[src/rtl/pipeline_stage_reg.sv]
// Pipeline stage register with optional two-entry skid buffer.
// SKID=1: head + skid entries, In_Ready registered (breaks the ready path).
// SKID=0: single head register, In_Ready combinational from Out_Ready.
module pipeline_stage_reg #(
    parameter int CTRL_W = 9,
    parameter int DATA_W = 160,
    parameter int SKID   = 1
) (
    input  logic              Clk,
    input  logic              Reset,
    input  logic              In_Valid,
    output logic              In_Ready,
    input  logic [CTRL_W-1:0] In_Ctrl,
    input  logic [DATA_W-1:0] In_Data,
    input  logic              Flush,
    output logic              Out_Valid,
    input  logic              Out_Ready,
    output logic [CTRL_W-1:0] Out_Ctrl,
    output logic [DATA_W-1:0] Out_Data,
    output logic [1:0]        Occupancy
);

    // Encoding doubles as the occupancy count.
    typedef enum logic [1:0] {
        EMPTY = 2'd0,
        HEAD  = 2'd1,
        FULL  = 2'd2
    } state_t;

    state_t            state, state_nxt;
    logic [CTRL_W-1:0] head_ctrl, head_ctrl_nxt;
    logic [DATA_W-1:0] head_data, head_data_nxt;
    logic [CTRL_W-1:0] skid_ctrl, skid_ctrl_nxt;
    logic [DATA_W-1:0] skid_data, skid_data_nxt;
    logic              valid_q, valid_nxt;
    logic              ready_q, ready_nxt;
    logic              ready;
    logic              push;
    logic              pop;

    // With a skid entry the ready is a flop; without one it is the usual
    // "space now or space after this pop" combinational term.
    assign ready = (SKID != 0) ? ready_q : (!valid_q | Out_Ready);
    assign push  = In_Valid & ready;
    assign pop   = valid_q & Out_Ready;

    assign In_Ready  = ready;
    assign Out_Valid = valid_q;
    assign Out_Ctrl  = head_ctrl;
    assign Out_Data  = head_data;
    assign Occupancy = state;

    // Next-state and next-contents; flush overrides every transfer.
    always_comb begin
        state_nxt     = state;
        head_ctrl_nxt = head_ctrl;
        head_data_nxt = head_data;
        skid_ctrl_nxt = skid_ctrl;
        skid_data_nxt = skid_data;

        case (state)
            EMPTY: begin
                if (push) begin
                    state_nxt     = HEAD;
                    head_ctrl_nxt = In_Ctrl;
                    head_data_nxt = In_Data;
                end
            end
            HEAD: begin
                if (push && pop) begin
                    head_ctrl_nxt = In_Ctrl;
                    head_data_nxt = In_Data;
                end else if (push) begin
                    // Only reachable with SKID=1: without a skid, push in
                    // HEAD requires a simultaneous pop.
                    state_nxt     = FULL;
                    skid_ctrl_nxt = In_Ctrl;
                    skid_data_nxt = In_Data;
                end else if (pop) begin
                    // Bubble: control cleared, data left as-is.
                    state_nxt     = EMPTY;
                    head_ctrl_nxt = '0;
                end
            end
            FULL: begin
                if (pop) begin
                    state_nxt     = HEAD;
                    head_ctrl_nxt = skid_ctrl;
                    head_data_nxt = skid_data;
                    skid_ctrl_nxt = '0;
                end
            end
            default: begin
                state_nxt     = EMPTY;
                head_ctrl_nxt = '0;
                skid_ctrl_nxt = '0;
            end
        endcase

        if (Flush) begin
            state_nxt     = EMPTY;
            head_ctrl_nxt = '0;
            head_data_nxt = head_data;
            skid_ctrl_nxt = '0;
            skid_data_nxt = skid_data;
        end

        valid_nxt = (state_nxt != EMPTY);
        ready_nxt = (state_nxt != FULL);
    end

    // State and bundle registers; reset clears everything immediately.
    always_ff @(posedge Clk or posedge Reset) begin
        if (Reset) begin
            state     <= EMPTY;
            head_ctrl <= '0;
            head_data <= '0;
            skid_ctrl <= '0;
            skid_data <= '0;
            valid_q   <= 1'b0;
            ready_q   <= 1'b1;
        end else begin
            state     <= state_nxt;
            head_ctrl <= head_ctrl_nxt;
            head_data <= head_data_nxt;
            skid_ctrl <= skid_ctrl_nxt;
            skid_data <= skid_data_nxt;
            valid_q   <= valid_nxt;
            ready_q   <= ready_nxt;
        end
    end

    // A push while FULL cannot happen; neither can FULL without a skid.
    always_ff @(posedge Clk) begin
        if (!Reset) begin
            assert (!(state == FULL && push));
            assert (SKID != 0 || state != FULL);
        end
    end

endmodule

[config.mk]
export PLATFORM = sky130hd
export DESIGN_NAME = pipeline_stage_reg
export DESIGN_NICKNAME = d
export VERILOG_FILES = /design/src/rtl/pipeline_stage_reg.sv
export SDC_FILE = /design/constraint.sdc
export NUM_CORES = 1
export LEC_CHECK = 0
export ABC_AREA = 1
export CAP_MARGIN = 25
export CORE_MARGIN = 4
export CORE_UTILIZATION = 51
export CTS_CLUSTER_DIAMETER = 100
export DETAILED_ROUTE_END_ITERATION = 6
export PLACE_DENSITY = 0.77
export SLEW_MARGIN = 20
export SYNTH_ARGS = -nofsm -noshare
export SYNTH_HDL_FRONTEND = slang
export SYNTH_SLANG_ARGS = --single-unit
[constraint.sdc]
create_clock -name Clk -period 15.45 [get_ports Clk]
set_input_delay 3.8625 -clock Clk [delete_from_list [all_inputs] [get_ports Clk]]
set_output_delay 3.8625 -clock Clk [all_outputs]
set_load 0.005 [all_outputs]
**Word level (Yosys, flattened, before mapping)**

Cells that the tools add are included.

- Register bits after elaboration: 342
- Input port bits: 174
- Output and inout bits: 173
- Word-level logic and storage cells: 53

- Equal/unequal tests: 13
- Mux-type cells: 21
- Bitwise operators: 4
- Reduce and logical (&&, ||, !) cells: 8

Operators by type and width:

| operator | count |
|---|---|
| $mux W160 | 3 |
| $pmux W160 S3 | 1 |
| $mux W9 | 8 |
| $pmux W9 S3 | 2 |
| $mux W2 | 6 |
| $ne A3 B3 Y1 const B | 4 |
| $reduce_and A4 Y1 | 3 |
| $ne A2 B2 Y1 const B | 5 |
| $ne A4 B4 Y1 const B | 2 |
| $pmux W2 S3 | 1 |
| $reduce_and A5 Y1 | 1 |
| $reduce_bool A3 Y1 | 1 |
| $and A1 B1 Y1 | 2 |
| $eq A2 B1 Y1 const B | 1 |
| $eq A2 B2 Y1 const B | 1 |
| $logic_not A2 Y1 | 1 |
| $not A1 Y1 | 2 |
| $reduce_bool A2 Y1 | 1 |
| $logic_and A1 B1 Y1 | 1 |

**Depth between registers and ports, before layout**

- Depth in word-level cells: 7
- Depth in mapped cells: 10
- Depth with buffers taken out: 7

**Worst setup path after synthesis**

Ideal clock, no wire load.

- Path kind: input -> register
- Start point: in Out_Ready
- End point: reg head_data[0], in the netlist Out_Data[0]
- Library setup time: 116 ps
- Data arrival time: 4,801 ps
- Required time: 15,334 ps
- Slack: 10,533 ps
- Stages: 9
- Buffers on the path: 2
- Path through: nand2_1 inv_2 nand2_1 o211ai_2 nand2_2 buf_4 buf_4 nand2_1 nand2_1

- Cells in the longest elaborated chain, start to end: 4
- Elaborated cells between the ends (all ways): 5
- Those cells by class: eq/ne (2); bitwise (1); reduce/logical (2)

RTL lines:

| item | RTL line | source |
|---|---|---|
| start: declaration | 17 | `input logic Out_Ready,` |
| $and A1 B1 Y1 * | 45 | `assign pop = valid_q & Out_Ready;` |
| $logic_and A1 B1 Y1 | 70 | `if (push && pop) begin` |
| $ne A2 B2 Y1 (no line) | n/a |  |
| $reduce_and A5 Y1 (no line) * | n/a |  |
| end signal: assignment | 125 | `head_data <= head_data_nxt;` |
| end: declaration | 32 | `logic [DATA_W-1:0] head_data, head_data_nxt;` |

Every way passes the cells marked *; elsewhere a longest branch is shown, timed or not.
A chain may end at the register's enable or synchronous reset.

**Worst setup path after layout**

- Start point: in Flush
- End point: reg head_data[44], in the netlist Out_Data[44]

- Cells in the longest elaborated chain, start to end: 2

RTL lines:

| item | RTL line | source |
|---|---|---|
| start: declaration | 15 | `input logic Flush,` |
| $not A1 Y1 (no line) | n/a |  |
| $reduce_and A5 Y1 (no line) | n/a |  |

Every way passes these cells.

==> flow_summary.ini <==
[outcome]
status = complete, no violations

[setup_path]
arrival_ns = 6.94
startpoint_type = input port
cp-end-kind = register
path_common_cell = buf_4
critPathMaxStageDelay_ns = 0.92
worst_ep_required_time_ns = 15.89
path_class = input port to register
rr_worst_depth = 8
timing.rr.start = Occupancy[0]
cpMaxStageDelayCell = buf_4
rr_endpoint = Out_Data[44]
rrSetupSlack_ns = 11.78
path_cells = clkdlybuf4s50_1, inv_1, nand2_2, nor2_8, buf_4, buf_4, nand3_1, nand2_1
critPathMaxFanout = 91

[timing]
min_period_over_period_pct = 42.1
clock_skew_ns = 0.0133
fin_setup_tns_ns = 0
fin_crit_ns = 6.50
hold_slack_ns = 0.467
fin_ws_ns = 8.95
rsz0062_at_grt = false
tightest_slew_ns = 1.08
hold_viol_final = 0
slew_headroom_pct = 28.3
setup_viol = 0
finalMaxSlewViolations = 0
fmax_mhz = 154

[routing]
avgViaCountPerCell = 5.24
wl_met1_um = 17800
highest-signal-layer = met4
drtIter0Drc = 1140
drc_errors = 0
wirelength_um = 43100
routedWlPerCell_um = 16.4
met2_length_um = 20700
vias = 13800
ant_nets = 0
wl_met3_um = 3060
firstDrtPassIters = 6

[clock_network]
cts_sinks = 342
root_buffer = clkbuf_16
ctsHoldBuffers = 0
cts_buffers = 38
clkSlewWorstSetupHoldPaths_ns = 0.06
cts_buffer_depth = 3
cts_tree = yes
clock_latency_ns = 0.52
h-tree-depth = 2
cts_setup_buffers = 0
cts_resized = 0

[yosys]
synth-seq-cells = 342
synthTopCellsByArea = dfrtp_1, nand2_1, nand3_1
synth_top_family_by_area = simple AND/OR/NAND/NOR gates
yosys-top-cells-count = nand2_1, dfrtp_1, inv_1, nand3_1, o21ai_0
synthXorXnorAreaFrac_pct = 0
synth.most_common_cell = nand2_1
yosys.area.top_type = dfrtp_1
yosys_warnings = 0
seq_area_frac_synth_pct = 55.6
synth_top_area_share_pct = 55.5
synth_fp_nets = 2101
yosys.area_share.simple_pct = 24.7
synth_flop_cell = dfrtp_1
synth-async-reset-ratio_pct = 100
synth_cells = 1927
synthAdderAreaFrac_pct = 0
synthMuxAreaShare_pct = 0
netlist_area_um2 = 15400
avgSynthCellArea_um2 = 7.98
ys_types = 25
synth_edf_count = 0
synth-compound-area-share_pct = 10.9

[floorplan]
fp.dieW_um = 182
ios = 347
die_y_um = 182
core_um2 = 29700
initial_core_util_pct = 51.8
die_area_um2 = 33000
row_count = 63

[global_routing]
grt_pass1_vias = 13400
grtUsageTotal_pct = 25.4
grt_overflow = 0
grt_pass1_wl_um = 69400
antenna_found_initial = 8
grt_max_degree = 254

[finish]
multi_input_area_um2 = 5500
finalInstanceArea_um2 = 20200
drive_gt1_share_pct = 4.18
seqCellArea_um2 = 8560
area_delta_synth_final_pct = 31.5
fillerInstances = 2398
fin_util_pct = 68.0
nets = 2374

[hold_path]
hp-start = Out_Data[158]
min_path_type = register to register
min_path_cells = 2
holdPathEnd = Out_Data[158]

[pwr]
internal_power_mw = 2.29
p_leak_nw = 10.3
p_sw_mw = 1.02
p_clk_share_pct = 27.4
ir_worst_vdd_v = 0.0000935
seqPwrFrac_pct = 44.1
powerDensity_nw_per_um2 = 164
comb_power_share_pct = 28.5
swShare_pct = 30.7

[place]
io_buffers = 346
gp_congestion = 0.837
place_area_um2 = 18800
dp_hpwl_um = 27200
place_ws_ns = 8.51

[job]
maxCapViolations = 0
sequential cells by signal, indices dropped and copies added, names as in the netlist:
| signal | cells |
|---|---|
| Occupancy | 2 |
| Out_Data | 160 |
| Out_Valid | 1 |
| skid_data | 160 |
| skid_ctrl | 9 |
| In_Ready | 1 |
| Out_Ctrl | 9 |
layer usage:
layer	track usage [%]	up-vias
li1	-	6609
met1	34.7	6502
met2	40.3	553
met3	4.93	97
met4	9.88	0
met5	0	-
cell type report:
| class | instances | area share [%] |
|---|---|---|
| sequential | 342 | 42.3 |
| multi-input combinational | 1269 | 27.2 |
| timing repair buffer | 361 | 18.1 |
| clock buffer | 56 | 5.75 |
| inverter | 188 | 3.53 |
| tap | 390 | 2.41 |
| clock inverter | 11 | 0.551 |
| antenna | 8 | 0.0990 |
stage by stage:
stage	power, mW	instances
after global placement	2.36	2546
after floorplan	1.86	1927
after detailed placement	2.41	2546
after CTS	3.33	2613
after global routing	3.52	2625
final	3.31	2625
cells by family after synthesis:
family,after synthesis
AOI/OAI and AO/OA,333
buffers and inverters,316
DFF,342
and+or+nand+nor,936
placed cells by master, fill, tap and decap left out, drive strengths merged:
master	count
diode	8
nand3	181
o211ai	1
nor3	1
dfstp	1
nand4	1
a21oi	127
nand2	599
nor2	154
o21ai	205
clkinv	8
clkinvlp	1
inv	188
buf	15
bufinv	2
clkdlybuf4s50	346
dfrtp	341
clkbuf	56
critical path, delay by kind of cell:
family,cells,cell delay [ns]
buffers and inverters,4,2.31
AND/OR/NAND/NOR,4,0.66
worst max-delay path by stage:
stage,from,endpoint,slack (ns),cells after the start
2_1_floorplan,Reset,Occupancy[0],2.11,1
3_3_place_gp,Reset,skid_data[142],8.54,4
3_5_place_dp,Flush,Out_Data[24],8.51,8
4_1_cts,Flush,Out_Data[44],8.99,8
5_1_grt,Flush,Out_Data[44],8.77,8
6_report,Flush,Out_Data[44],8.95,8
power by group through the flow:
stage / Clock [mW] / Sequential (mW) / Combinational [mW]
after floorplan: 0 / 1.43 / 0.436
after global placement: 0 / 1.45 / 0.912
after detailed placement: 0 / 1.46 / 0.942
after CTS: 0.921 / 1.46 / 0.950
after global routing: 0.961 / 1.50 / 1.06
final: 0.907 / 1.46 / 0.944
(Power assumes the default switching activity.)
